==> src/rtl/swap_seq_pkg.sv <==
// Shared types for the swap sequencer: command opcodes, FSM states and the
// command legality check.
package swap_seq_pkg;

  localparam int unsigned OP_W = 3;

  typedef enum logic [OP_W-1:0] {
    CMD_SWAP    = 3'd0,
    CMD_ROTL    = 3'd1,
    CMD_ROTR    = 3'd2,
    CMD_REV     = 3'd3,
    CMD_RESTORE = 3'd4
  } cmd_op_e;

  typedef enum logic [1:0] {
    IDLE,
    ISSUE,
    RESTORE,
    DONE
  } state_e;

  // Range ops need lo <= hi; opcodes above RESTORE are undefined.
  function automatic logic is_legal(logic [OP_W-1:0] op, int unsigned lo, int unsigned hi);
    case (op)
      CMD_SWAP, CMD_RESTORE:     return 1'b1;
      CMD_ROTL, CMD_ROTR, CMD_REV: return lo <= hi;
      default:                   return 1'b0;
    endcase
  endfunction

endpackage

==> src/rtl/swap_sequencer_if.sv <==
// Command and mapper-strobe bundle between decode, the swap sequencer and the mapper.
interface swap_sequencer_if
  import swap_seq_pkg::*;
#(
  parameter int unsigned NUM_REGS = 4
);
  localparam int unsigned REG_W = $clog2(NUM_REGS);

  logic             cmd_valid;
  logic             cmd_ready;
  logic [OP_W-1:0]  cmd_op;
  logic [REG_W-1:0] cmd_lo;
  logic [REG_W-1:0] cmd_hi;
  logic             hold;
  logic             swap_valid;
  logic [REG_W-1:0] swap_a;
  logic [REG_W-1:0] swap_b;
  logic             map_reset;
  logic             busy;
  logic             done;
  logic             err;

  modport master (
    output cmd_valid, cmd_op, cmd_lo, cmd_hi, hold,
    input  cmd_ready, swap_valid, swap_a, swap_b, map_reset, busy, done, err
  );

  modport slave (
    input  cmd_valid, cmd_op, cmd_lo, cmd_hi, hold,
    output cmd_ready, swap_valid, swap_a, swap_b, map_reset, busy, done, err
  );

endinterface

==> src/rtl/swap_sequencer.sv <==
// Expands one permutation command at a time into single-pair swap strobes
// (at most one per cycle) for the register mapper.
module swap_sequencer
  import swap_seq_pkg::*;
#(
  parameter int unsigned NUM_REGS = 4
) (
  input  logic            clk,
  input  logic            reset,
  swap_sequencer_if.slave bus
);

  localparam int unsigned REG_W = $clog2(NUM_REGS);

  state_e           state_q;
  cmd_op_e          op_q;
  logic [REG_W-1:0] lo_q, hi_q;
  logic [REG_W-1:0] a_q, b_q;
  logic             cmd_ready_q, busy_q, done_q, err_q;

  logic             last_c;
  logic [REG_W-1:0] a_d, b_d;
  logic             swap_valid_c, map_reset_c;
  logic [REG_W-1:0] swap_a_c, swap_b_c;

  // Pair following the current one, and whether the current pair ends the command.
  always_comb begin
    last_c = 1'b1;
    a_d    = a_q;
    b_d    = b_q;
    case (op_q)
      CMD_ROTL: begin
        last_c = (b_q == hi_q);
        a_d    = a_q + REG_W'(1);
        b_d    = b_q + REG_W'(1);
      end
      CMD_ROTR: begin
        last_c = (a_q == lo_q);
        a_d    = a_q - REG_W'(1);
        b_d    = b_q - REG_W'(1);
      end
      CMD_REV: begin
        last_c = !((a_q + REG_W'(1)) < (b_q - REG_W'(1)));
        a_d    = a_q + REG_W'(1);
        b_d    = b_q - REG_W'(1);
      end
      default: ;
    endcase
  end

  // Mapper strobes follow hold combinationally: the mapper samples them on this same edge.
  always_comb begin
    swap_valid_c = 1'b0;
    swap_a_c     = '0;
    swap_b_c     = '0;
    map_reset_c  = 1'b0;
    if (state_q == ISSUE && !bus.hold) begin
      swap_valid_c = 1'b1;
      swap_a_c     = a_q;
      swap_b_c     = b_q;
    end
    if (state_q == RESTORE && !bus.hold) begin
      map_reset_c = 1'b1;
    end
  end

  always_ff @(posedge clk) begin
    if (reset) begin
      state_q     <= IDLE;
      op_q        <= CMD_SWAP;
      lo_q        <= '0;
      hi_q        <= '0;
      a_q         <= '0;
      b_q         <= '0;
      cmd_ready_q <= 1'b1;
      busy_q      <= 1'b0;
      done_q      <= 1'b0;
      err_q       <= 1'b0;
    end else begin
      done_q <= 1'b0;
      err_q  <= 1'b0;
      case (state_q)
        IDLE: begin
          if (bus.cmd_valid) begin
            op_q        <= cmd_op_e'(bus.cmd_op);
            lo_q        <= bus.cmd_lo;
            hi_q        <= bus.cmd_hi;
            a_q         <= (bus.cmd_op == CMD_ROTR) ? bus.cmd_hi - REG_W'(1) : bus.cmd_lo;
            b_q         <= (bus.cmd_op == CMD_ROTL) ? bus.cmd_lo + REG_W'(1) : bus.cmd_hi;
            cmd_ready_q <= 1'b0;
            busy_q      <= 1'b1;
            if (!is_legal(bus.cmd_op, 32'(bus.cmd_lo), 32'(bus.cmd_hi))) begin
              state_q <= DONE;
              done_q  <= 1'b1;
              err_q   <= 1'b1;
            end else if (bus.cmd_op == CMD_RESTORE) begin
              state_q <= RESTORE;
            end else if (bus.cmd_lo == bus.cmd_hi) begin
              state_q <= DONE;
              done_q  <= 1'b1;
            end else begin
              state_q <= ISSUE;
            end
          end
        end
        ISSUE: begin
          if (!bus.hold) begin
            a_q <= a_d;
            b_q <= b_d;
            if (last_c) begin
              state_q <= DONE;
              done_q  <= 1'b1;
            end
          end
        end
        RESTORE: begin
          if (!bus.hold) begin
            state_q <= DONE;
            done_q  <= 1'b1;
          end
        end
        DONE: begin
          state_q     <= IDLE;
          cmd_ready_q <= 1'b1;
          busy_q      <= 1'b0;
        end
        default: state_q <= IDLE;
      endcase
    end
  end

  assign bus.cmd_ready  = cmd_ready_q;
  assign bus.busy       = busy_q;
  assign bus.done       = done_q;
  assign bus.err        = err_q;
  assign bus.swap_valid = swap_valid_c;
  assign bus.swap_a     = swap_a_c;
  assign bus.swap_b     = swap_b_c;
  assign bus.map_reset  = map_reset_c;

endmodule

==> src/flat_wrapper.sv <==
// flat-port wrapper written by rule: the top's interface ports become plain ports
module swap_sequencer_flat import swap_seq_pkg::*;
#(
  parameter int unsigned NUM_REGS = 4
)
  (clk, reset, bus_cmd_valid, bus_cmd_op, bus_cmd_lo, bus_cmd_hi, bus_hold, bus_cmd_ready, bus_swap_valid, bus_swap_a, bus_swap_b, bus_map_reset, bus_busy, bus_done, bus_err);
  swap_sequencer_if #(.NUM_REGS(NUM_REGS)) bus_i ();
  input  logic clk;
  input  logic reset;
  input wire logic [$bits(bus_i.cmd_valid)-1:0] bus_cmd_valid;
  input wire logic [$bits(bus_i.cmd_op)-1:0] bus_cmd_op;
  input wire logic [$bits(bus_i.cmd_lo)-1:0] bus_cmd_lo;
  input wire logic [$bits(bus_i.cmd_hi)-1:0] bus_cmd_hi;
  input wire logic [$bits(bus_i.hold)-1:0] bus_hold;
  output wire logic [$bits(bus_i.cmd_ready)-1:0] bus_cmd_ready;
  output wire logic [$bits(bus_i.swap_valid)-1:0] bus_swap_valid;
  output wire logic [$bits(bus_i.swap_a)-1:0] bus_swap_a;
  output wire logic [$bits(bus_i.swap_b)-1:0] bus_swap_b;
  output wire logic [$bits(bus_i.map_reset)-1:0] bus_map_reset;
  output wire logic [$bits(bus_i.busy)-1:0] bus_busy;
  output wire logic [$bits(bus_i.done)-1:0] bus_done;
  output wire logic [$bits(bus_i.err)-1:0] bus_err;
  assign bus_i.cmd_valid = bus_cmd_valid;
  assign bus_i.cmd_op = bus_cmd_op;
  assign bus_i.cmd_lo = bus_cmd_lo;
  assign bus_i.cmd_hi = bus_cmd_hi;
  assign bus_i.hold = bus_hold;
  assign bus_cmd_ready = bus_i.cmd_ready;
  assign bus_swap_valid = bus_i.swap_valid;
  assign bus_swap_a = bus_i.swap_a;
  assign bus_swap_b = bus_i.swap_b;
  assign bus_map_reset = bus_i.map_reset;
  assign bus_busy = bus_i.busy;
  assign bus_done = bus_i.done;
  assign bus_err = bus_i.err;
  swap_sequencer #(.NUM_REGS(NUM_REGS)) u_core (.clk(clk), .reset(reset), .bus(bus_i));
endmodule
==> config.mk <==
export PLATFORM = sky130hd
export DESIGN_NAME = swap_sequencer_flat
export DESIGN_NICKNAME = d
export VERILOG_FILES = /design/src/rtl/swap_seq_pkg.sv /design/src/rtl/swap_sequencer_if.sv /design/src/rtl/swap_sequencer.sv /design/src/flat_wrapper.sv
export SDC_FILE = /design/constraint.sdc
export NUM_CORES = 1
export LEC_CHECK = 0
export BUFFER_PORTS_ARGS = -buffer_cell sky130_fd_sc_hd__buf_2
export CELL_PAD_IN_SITES_DETAIL_PLACEMENT = 1
export CELL_PAD_IN_SITES_GLOBAL_PLACEMENT = 1
export CORE_MARGIN = 2
export CORE_UTILIZATION = 43
export DETAILED_ROUTE_END_ITERATION = 8
export PLACE_DENSITY_LB_ADDON = 0.1
export SKIP_LAST_GASP = 1
export SLEW_MARGIN = 20
export SYNTH_ARGS = -nofsm -noshare
export SYNTH_HDL_FRONTEND = slang
export SYNTH_SLANG_ARGS = --single-unit
==> constraint.sdc <==
create_clock -name clk -period 5.1 [get_ports clk]
set_input_delay 0.255 -clock clk [delete_from_list [all_inputs] [get_ports clk]]
set_output_delay 0.255 -clock clk [all_outputs]
set_load 0.02 [all_outputs]
==> results.sh <==
export IMPL_status="complete, no violations"
export IMPL_worstPathMaxFanout=7
export IMPL_vias=1096
export IMPL_rows=18
export IMPL_synth_edf_count=0
export IMPL_cp_arrival_ns=1.95
export IMPL_yosys_most_used_dff="dfxtp_1"
export IMPL_placed_cell_area_sq_um=1250
export IMPL_seq_area_frac_synth=0.302
export IMPL_clock_sinks=17
export IMPL_worst_ep_required_time_ns=4.85
export IMPL_die_w_um=55.2
export IMPL_rsz0062_at_grt="false"
export IMPL_drc=0
export IMPL_cts_resized=0
export IMPL_period_share=0.432
export IMPL_yosys_register_bits=17
export IMPL_leakage_nw=0.524
export IMPL_first_iter_violations=14
export IMPL_power_density_nw_per_um2=476
export IMPL_vias_per_cell=5.71
export IMPL_synth_top_area_cell="dfxtp_1"
export IMPL_die_y_um=55.2
export IMPL_area_growth_pct=13.5
export IMPL_ys_warn_count=0
export IMPL_io_pins=21
export IMPL_holdBufCountCts=0
export IMPL_holdWs_ns=0.235
export IMPL_async_reset_ff_frac=0
export IMPL_slew_headroom=0.648
export IMPL_ff2ff_setup_slack_ns=3.08
export IMPL_antenna_found_initial=0
export IMPL_clk_pin_slew_ns=0.12
export IMPL_cts_tree="done"
export IMPL_max_cap_viol_count=0
export IMPL_layout_drive_gt1_share=0.173
export IMPL_insertion_delay_ns=0.30
export IMPL_ys_types=35
export IMPL_grt_pass1_wl_um=5000
export IMPL_track_usage=0.208
export IMPL_skew_ns=0.0143
export IMPL_syn_inst=141
export IMPL_drv_slew=0
export IMPL_overflow=0
export IMPL_root_buffer="clkbuf_4"
export IMPL_setup_viol=0
export IMPL_dp_hpwl_um=2360
export IMPL_critPathKind="flop to output pin"
export IMPL_wl_um=3050
export IMPL_fin_util=0.517
export IMPL_globalplace_congestion=0.923
export IMPL_post_drt_wl_per_cell_um=15.9
export IMPL_port_buffers=20
export IMPL_netlist_area_sq_um=1130
export IMPL_nets=182
export IMPL_grt_max_degree=19
export IMPL_cts_buffers=3
export IMPL_timing_setup_tns_ns=0
export IMPL_hold_class="input pin to flop"
export IMPL_worst_setup_path_end_kind="output pin"
export IMPL_n_antenna_cell=0
export IMPL_nFillCells=321
export IMPL_max_freq_mhz=453
export IMPL_irDropWorstVdd_uv=212
export IMPL_dr_pass1_iters=4
export IMPL_dieArea_sq_um=3050
export IMPL_postRouteAntennaNets=0
export IMPL_grt_pass1_vias=1051
export IMPL_hold_viol=0
export IMPL_synth_fp_nets=160
export IMPL_fin_crit_ns=2.21
export IMPL_synth_area_per_cell_sq_um=8.00
export IMPL_htree_levels=1
export IMPL_cp_start_kind="flop"
export IMPL_design_area_sq_um=1280
export IMPL_initial_utilization=0.455
export IMPL_clock_path_buffers=2
export IMPL_synthTopCellsByArea="dfxtp_1, ha_1, nand2_1, xnor2_1, a21oi_1"
export IMPL_synth_top_area_share=0.302
export IMPL_worstMarginPinSlew_ns=0.522
export IMPL_design_core_area_sq_um=2480
export IMPL_postCtsSetupBuffers=0
==> Yosys cell counts (3+ instances only) <==
master / instances
a211oi_1: 4
a21oi_1: 12
and2_1: 5
clkbuf_1: 3
dfxtp_1: 17
ha_1: 8
inv_1: 7
nand2_1: 20
nand2b_1: 5
nor2_1: 11
nor2b_1: 4
nor3_1: 3
o22ai_1: 3
o31ai_1: 3
xnor2_1: 8
==> final cells by class <==
class | instances | area, sq um | area share
clock buffer | 4 | 26.3 | 0.0205
inverter | 7 | 26.3 | 0.0205
multi-input combinational | 114 | 749 | 0.586
sequential | 17 | 340 | 0.266
tap | 30 | 37.5 | 0.0293
timing repair buffer | 20 | 100 | 0.0782
==> through the flow <==
stage / setup WS, ns / power (mW) / instances
global placement: 3.22 / 0.517 / 188
CTS: 2.88 / 0.613 / 192
global route: 2.75 / 0.656 / 192
detailed placement: 3.15 / 0.534 / 188
finish: 2.89 / 0.609 / 192
floorplan: 3.35 / 0.445 / 141
==> path summary, 6_finish.rpt <==
| path | start | to | cells past startpoint |
|---|---|---|---|
| min reg2reg | u_core.hi_q[1]$_SDFFE_PP0P_ | u_core.hi_q[1]$_SDFFE_PP0P_ | 2 |
| min | bus_cmd_lo[1] | u_core.lo_q[1]$_SDFFE_PP0P_ | 3 |
| max | u_core.state_q[1]$_SDFFE_PP0P_ | bus_swap_b[0] | 6 |
| max reg2reg | u_core.state_q[0]$_SDFFE_PP0P_ | u_core.state_q[1]$_SDFFE_PP0P_ | 7 |
==> worst max-delay path: stages, from the launching register on <==
cell and delay [ns]:
dfxtp_1 0.35, inv_1 0.14, ha_1 0.32, inv_1 0.18, nor2_1 0.32, and2_1 0.17
buf_2 0.16
==> cell usage in the layout, fill, tap and decap left out, types with 2 or more instances in the layout <==
cell | synthesis | routed
a31oi_1 | 2 | 2
inv_1 | 7 | 7
clkbuf_4 | 0 | 3
ha_1 | 8 | 8
o2111ai_1 | 2 | 2
nand2b_1 | 5 | 5
o21ai_0 | 2 | 2
nand2_1 | 20 | 20
nor2_1 | 11 | 11
a211oi_1 | 4 | 4
nor3_1 | 3 | 3
or4_1 | 2 | 2
xor2_1 | 2 | 2
a21oi_1 | 12 | 12
and2b_1 | 2 | 2
o22ai_1 | 3 | 3
dfxtp_1 | 17 | 17
and2_1 | 5 | 5
xnor2_1 | 8 | 8
nor2b_1 | 4 | 4
o31ai_1 | 3 | 3
or3_1 | 2 | 2
buf_2 | 0 | 20
nor3b_2 | 2 | 2
==> cells by family (layout without fill, tap and decap cells) <==
logic type               Yosys count  count (layout)  synth area share
AO/OA/AOI/OAI                     37              37             0.223
buffers and inverters             10              31            0.0333
flip-flops                        17              17             0.302
XOR/XNOR                          10              10            0.0777
multiplexers                       1               1           0.00888
AND/OR/NAND/NOR                   58              58             0.266
adder cells (fa/ha/maj)            8               8            0.0888
==> per-layer routing <==
layer / share of wire / track usage / vias up
met5: 0 / 0 / -
met4: 0.011 / 0.0627 / 0
met3: 0.029 / 0.0234 / 4
met2: 0.47 / 0.349 / 22
li1: - / - / 538
met1: 0.49 / 0.280 / 532
==> state kept, by name, summed over array words and instances (netlist names) <==
| register | flops |
|---|---|
| u_core.a_q | 2 |
| u_core.b_q | 2 |
| u_core.bus.busy | 1 |
| u_core.bus.cmd_ready | 1 |
| u_core.bus.done | 1 |
| u_core.bus.err | 1 |
| u_core.hi_q | 2 |
| u_core.lo_q | 2 |
| u_core.op_q | 3 |
| u_core.state_q | 2 |
==> where the power goes <==
group,switching (mW),internal [mW],leakage [nW],total [mW]
Combinational,0.194,0.130,0.369,0.323
Clock,0.0468,0.0304,0.0150,0.0772
Sequential,0.0386,0.170,0.140,0.208
Total,0.279,0.330,0.524,0.609
No activity file was read; power rests on OpenSTA's default activity.
